### src/rtl/elevator_controller.sv
// elevator_controller: sweep-policy elevator car controller with travel and door timers
module elevator_controller #(
  parameter int NUM_FLOORS = 8,
  parameter int FLOOR_W    = 3,
  parameter int MOVE_TICKS = 50,
  parameter int DOOR_TICKS = 150,
  parameter int CNT_W      = 8
) (
  input  logic                  clk_in,
  input  logic                  rst_n,
  input  logic [NUM_FLOORS-1:0] call_req,
  output logic [FLOOR_W-1:0]    current_floor,
  output logic                  dir_up,
  output logic                  moving,
  output logic                  door_open,
  output logic [NUM_FLOORS-1:0] pending
);
  localparam logic [1:0] IDLE      = 2'd0;
  localparam logic [1:0] MOVE_UP   = 2'd1;
  localparam logic [1:0] MOVE_DOWN = 2'd2;
  localparam logic [1:0] DOOR_OPEN = 2'd3;

  logic [1:0]            state, state_nxt;
  logic [CNT_W-1:0]      timer, timer_nxt;
  logic [FLOOR_W-1:0]    floor_nxt;
  logic                  dir_nxt, above, below, here, here_call;
  logic [NUM_FLOORS-1:0] onehot, clr;

  assign onehot    = NUM_FLOORS'(1) << current_floor;
  assign here_call = |(call_req & onehot);
  assign here      = |(pending & onehot) | here_call;
  assign clr       = (state_nxt == DOOR_OPEN || state == DOOR_OPEN) ? onehot : '0;
  assign moving    = state == MOVE_UP || state == MOVE_DOWN;
  assign door_open = state == DOOR_OPEN;

  // Outstanding requests strictly above / below the car
  always_comb begin
    above = 1'b0;
    below = 1'b0;
    for (int i = 0; i < NUM_FLOORS; i++) begin
      above = above | (pending[i] && FLOOR_W'(i) > current_floor);
      below = below | (pending[i] && FLOOR_W'(i) < current_floor);
    end
  end

  // Next state: an idle decision cycle between floors keeps the sweep direction while work lies ahead
  always_comb begin
    state_nxt = state;
    timer_nxt = timer;
    floor_nxt = current_floor;
    dir_nxt   = dir_up;
    case (state)
      IDLE: begin
        timer_nxt = '0;
        if (here) state_nxt = DOOR_OPEN;
        else if (above && (dir_up || !below)) begin
          state_nxt = MOVE_UP;
          dir_nxt   = 1'b1;
        end else if (below) begin
          state_nxt = MOVE_DOWN;
          dir_nxt   = 1'b0;
        end
      end
      MOVE_UP, MOVE_DOWN: begin
        timer_nxt = timer + 1'b1;
        if (timer == CNT_W'(MOVE_TICKS - 1)) begin
          timer_nxt = '0;
          state_nxt = IDLE;
          floor_nxt = state == MOVE_UP ? current_floor + 1'b1 : current_floor - 1'b1;
        end
      end
      default: begin
        timer_nxt = timer + 1'b1;
        if (here_call) timer_nxt = '0;
        else if (timer == CNT_W'(DOOR_TICKS - 1)) begin
          timer_nxt = '0;
          state_nxt = IDLE;
        end
      end
    endcase
  end

  // State, timer, position and request registers; clearing the served floor beats a new call
  always_ff @(posedge clk_in or negedge rst_n) begin
    if (!rst_n) begin
      state         <= IDLE;
      timer         <= '0;
      current_floor <= '0;
      dir_up        <= 1'b1;
      pending       <= '0;
    end else begin
      state         <= state_nxt;
      timer         <= timer_nxt;
      current_floor <= floor_nxt;
      dir_up        <= dir_nxt;
      pending       <= (pending | call_req) & ~clr;
    end
  end
endmodule

### config.mk
export PLATFORM = sky130hd
export DESIGN_NAME = elevator_controller
export DESIGN_NICKNAME = d
export VERILOG_FILES = /design/src/rtl/elevator_controller.sv
export SDC_FILE = /design/constraint.sdc
export NUM_CORES = 1
export LEC_CHECK = 0
export ABC_AREA = 1
export CELL_PAD_IN_SITES_DETAIL_PLACEMENT = 0
export CELL_PAD_IN_SITES_GLOBAL_PLACEMENT = 1
export CORE_ASPECT_RATIO = 2
export CORE_MARGIN = 10
export CORE_UTILIZATION = 41
export DETAILED_ROUTE_END_ITERATION = 12
export PLACE_DENSITY = 0.86
export SLEW_MARGIN = 5
export SYNTH_ARGS = -nofsm -noshare
export SYNTH_HDL_FRONTEND = slang
export SYNTH_SLANG_ARGS = --single-unit
### constraint.sdc
create_clock -name clk_in -period 2.85 [get_ports clk_in]
set_input_delay 0.4275 -clock clk_in [delete_from_list [all_inputs] [get_ports clk_in]]
set_output_delay 0.4275 -clock clk_in [all_outputs]
set_load 0.01 [all_outputs]
# ---- Word-level counts from Yosys, hierarchy flattened
# Index checks and enable logic that the tools add are counted.
# Widths: inputs -> output; s select.
dict set report totals {
  reg_bits 22
  inputBits 10
  out_inout_bits 14
  elab_cells 95
}
dict set report op_classes {
  addsub 3
  n_lt_le_gt_ge 16
  eq_ne 6
  n_shift 1
  n_mux 15
  bitwise 21
  reduce_logical 28
}
# op n
set ops {}
lappend ops {{$mux 8} 4}
lappend ops {{$and 8x8->8} 3}
lappend ops {{$logic_and 1x1->1} 17}
lappend ops {{$pmux 8 s2} 1}
lappend ops {{$reduce_or 8->1} 2}
lappend ops {{$or 1x1->1} 15}
lappend ops {{$gt 3x3->1 const A} 4}
lappend ops {{$lt 3x3->1 const A} 4}
lappend ops {{$mux 2} 6}
lappend ops {{$add 8x1->8 const B} 1}
lappend ops {{$eq 8x6->1 const B} 1}
lappend ops {{$eq 8x8->1 const B} 1}
lappend ops {{$not 8->8} 1}
lappend ops {{$or 8x8->8} 1}
lappend ops {{$shl 1x3->8 const A} 1}
lappend ops {{$eq 2x2->1 const B} 3}
lappend ops {{$gt 1x3->1 const A} 2}
lappend ops {{$gt 2x3->1 const A} 2}
lappend ops {{$lt 1x3->1 const A} 2}
lappend ops {{$lt 2x3->1 const A} 2}
lappend ops {{$pmux 2 s2} 1}
lappend ops {{$add 3x1->3 const B} 1}
lappend ops {{$logic_or 1x1->1} 3}
lappend ops {{$mux 3} 1}
lappend ops {{10 further kinds} 11}

# ---- Logic depth before layout (Yosys ltp)
dict set report logic_depth {
  word_depth 20
  mapped_depth 17
  ltp_nobuf 17
}

# ---- Worst setup path after synthesis
# Ideal clock, no wire load.
dict set report synth_path {
  path_type {register to register}
  from {register current_floor[0]}
  to {register pending[7]}
  arrival_time_ns 1.739
  required_ns 2.788
  setup_slack_ns 1.048
  stages_incl_launch_ff 16
  path_buffers 0
  synth_period_minus_slack_ns 1.802
  path_cell_list {dfrtp_1 -> inv_1 -> ha_1 -> nand2_1 -> inv_1 -> nand2_1 -> nand4_1 -> nor2_2 -> nand2_1 -> inv_2 -> nand3_2 -> nand2_2 -> nand2_4 -> nand3_1 -> nand2_1 -> inv_1}
}
dict set report synth_via {
  elab_chain_cells 20
  elab_cells_between_ends 65
  cone_classes {16 x order compare; 1 x eq/ne; 1 x shift; 6 x mux; 19 x bitwise; 22 x reduce/logical}
}
# element line
set synth_lines {}
lappend synth_lines {{start: declaration} 12} ;# output logic [FLOOR_W-1:0] current_floor,
lappend synth_lines {{start signal: assignment} 94} ;# current_floor <= floor_nxt;
lappend synth_lines {{$lt 1x3->1} 42} ;# below = below | (pending[i] && FLOOR_W'(i) < current_floor);
lappend synth_lines {{$logic_and 1x1->1} 42}
lappend synth_lines {{$or 1x1->1 (7 in a row)} 42}
lappend synth_lines {{$logic_not 1->1} 56} ;# else if (above && (dir_up || !below)) begin
lappend synth_lines {{$logic_or 1x1->1} 56}
lappend synth_lines {{$logic_and 1x1->1} 56}
lappend synth_lines {{$mux 2} 56}
lappend synth_lines {{$mux 2} 55} ;# if (here) state_nxt = DOOR_OPEN;
lappend synth_lines {{$pmux 2 s2} 52} ;# case (state)
lappend synth_lines {{$eq 2x2->1} 32} ;# assign clr = (state_nxt == DOOR_OPEN || state == DOOR_OPEN) ? onehot : '0;
lappend synth_lines {{$logic_or 1x1->1} 32}
lappend synth_lines {{$mux 8 (*)} 32}
lappend synth_lines {{$not 8->8 (*)} 96} ;# pending <= (pending | call_req) & ~clr;
lappend synth_lines {{$and 8x8->8 (*)} 96}
lappend synth_lines {{end signal: assignment} 96}
lappend synth_lines {{end: declaration} 16} ;# output logic [NUM_FLOORS-1:0] pending
# Every way passes the cells marked *; elsewhere a longest branch is shown, timed or not.
# A chain may end at the register's enable or synchronous reset.

# ---- Worst setup path after layout
dict set report layout_path {
  from {register current_floor[2]}
  to {register pending[4]}
}
# The elaborated chain is that of the path after synthesis.

==> summary.md <==
| Metric | Value |
|---|---|
| Clk root buf | clkbuf_8 |
| Antenna Cells | 0 |
| Post-layout util | 51.0% |
| Most instantiated cells after synthesis | nand2_1, inv_1, nand3_1 |
| CTS Hold Bufs | 0 |
| Die height | 108 µm |
| FP Rows | 32 |
| Placed cell area | 1880 µm² |
| Sequential-to-total area share from yosys stat | 34.5% |
| CP arrival | 2.40 ns |
| Post-synth net total | 253 |
| Fmax | 458 MHz |
| Port Buffers | 23 |
| HP Class | input pin to asynchronous set/reset pin |
| # DRC | 0 |
| CP Launch Type | register |
| CTS max path bufs | 2 |
| Slew Limit Fails | 0 |
| Starting Density | 42.1% |
| RSZ-0062 raised after global routing | no |
| Final Cell Area | 1940 µm² |
| Clk_lat worst skew | 0.27 ns |
| Initial DRC count | 18 |
| Critical path fanouts, max | 15 |
| First-pass GRT wire length | 6870 µm |
| Largest cells by area after synthesis | dfrtp_1, nand2_1, ha_1, inv_1, nand3_1 |
| Post-route ant nets | 0 |
| CTS tree | yes |
| H-tree depth | 1 |
| Clk pin slew, worst setup/hold paths | 0.08 ns |
| Die area | 6960 µm² |
| Syn Inst Count | 231 |
| I/O pin total | 24 |
| Count leader, synth | nand2_1 |
| WL per Instance | 13.2 µm |
| Worst-margin pin slew | 0.562 ns |
| Max-Cap Viols | 0 |
| Critical path class | register to register |
| Crit. End Element | register |
| GRT Overall Usage | 12.4% |
| Chip Width | 64.2 µm |
| R2r setup slk | 0.67 ns |
| Drt total wl | 4060 µm |
| Global route total overflow | 0 |
| Post-synth ARST share | 100% |
| Area Overhead vs Synth | 21.1% |
| Mapped Area | 1600 µm² |
| DP HPWL | 3300 µm |
| Inserted Clock Buffers | 3 |
| Synth Flop Type | dfrtp_1 |
| Share of cells above drive strength 1 | 9.34% |
| Most area-hungry cell type in the Yosys netlist | dfrtp_1 |
| Clock Sinks | 22 |
| Vias per inst | 4.78 |
| Drt pass-1 iters | 4 |
| DR vias | 1473 |
| Post-synthesis register bit count | 22 |
| Total design power | 1.22 mW |
| Setup TNS | 0 ns |
| Fillers | 407 |
| Largest net degree at the start of global routing | 23 |
| Core area | 3800 µm² |
| Max VDD drop | 0.437 mV |
| Syn_area_per_cell | 6.93 µm² |
| Synth cell types | 23 |
| Leak Pwr | 1.01 nW |
| Hold Vio Cnt, Final | 0 |
| EDFF count, synth | 0 |
| Pre-CTS setup slack | 0.651 ns |
| Seq. cell area | 552 µm² |
| Area occupied by multi-input gates | 873 µm² |
| Final setup viols | 0 |
| PnR worst setup slack | 0.667 ns |
| Cell area power density | 629 nW/µm² |
| Post_cts resized | 0 |
| Vias in the first global route | 1523 |
| Clock Skew | 0.00241 ns |
| Fin nets | 280 |
| GPL Wtd Cong | 0.853 |
| Initial antenna violation count | 0 |
| Worst endpoint required time | 3.06 ns |
| Min Clock Period, post-route | 2.18 ns |
| Max-slew headroom | 62.5% |
| Status | finished clean |
| Fin crit share | 76.6% |
| Yosys synthesis warning count | 0 |
| Yosys top cell area share | 32.8% |
| Post-CTS setup buffer count | 0 |
through the flow:
| step | hold slack, ns | instances |
|---|---|---|
| finish | 0.501 | 308 |
| global route | 0.529 | 308 |
| CTS | 0.514 | 308 |
| detailed placement | 0.503 | 304 |
| global placement | 0.499 | 304 |
| floorplan | 0.132 | 231 |
report_power, final:
part	internal (mW)	leakage [nW]	switching (mW)
Sequential	0.364	0.258	0.0497
Clock	0.123	0.0288	0.109
Combinational	0.216	0.720	0.358
cell usage in the layout (no fill, tap or decap), types with 2 or more instances in the layout:
cell type,instances
nand2_1,69
inv_1,40
nand3_1,24
clkdlybuf4s50_1,23
dfrtp_1,21
nor2_1,17
ha_1,12
or2_2,8
a21oi_1,7
o21ai_0,7
xor2_1,6
clkbuf_8,4
nand2_2,3
nand4_1,3
inv_2,2
nor2_2,2
nand2_4,2
kinds of logic (layout without fill, tap and decap cells):
kind of cell | Yosys count | after routing | synth area share, %
flops | 22 | 22 | 34.5
simple gates | 131 | 131 | 36.6
xor+xnor | 7 | 7 | 3.83
fa+ha+maj | 12 | 12 | 9.37
buf+inv | 44 | 70 | 11.0
compound gates | 15 | 15 | 4.69
flip-flops by register name, summed over array words and instances (netlist names):
register       count
state              2
dir_up             1
timer              8
pending            8
current_floor      3
metal layers:
layer  wire length (µm)  global-route usage (%)  part of all wire (%)
met1               1450                    11.4                    36
met5                  0                       0                     0
met3                163                    2.28                   4.0
met4                 80                    4.46                   2.0
met2               2360                    25.4                    58
final timing paths:
path,from,end,depth (start not counted)
worst max-delay path,current_floor[2],pending[4],13
worst min-delay path,rst_n,pending[4],2
worst max register to register,current_floor[2],pending[4],13
worst min register to register,timer[0],timer[0],1
max in group asynchronous,rst_n,dir_up,2
min in group clk_in,timer[0],timer[0],1
worst max-delay path, cell delays in order, from the launching register on:
cell,delay [ns]
dfrtp_1,0.68
inv_2,0.22
ha_1,0.28
nand2_1,0.07
nand4_1,0.12
nor2_2,0.14
nand2_1,0.08
inv_2,0.08
nand3_2,0.08
nand2_2,0.09
nand2_4,0.10
nand3_1,0.10
nand2_1,0.05
inv_1,0.04
layout make-up:
| type | count | area share (%) |
|---|---|---|
| tap | 51 | 3.29 |
| inverter | 42 | 8.13 |
| sequential | 22 | 28.5 |
| multi-input combinational | 165 | 45.0 |
| timing repair buffer | 24 | 12.3 |
| clock buffer | 4 | 2.84 |
Note: power is estimated with default switching activity, not from simulation.
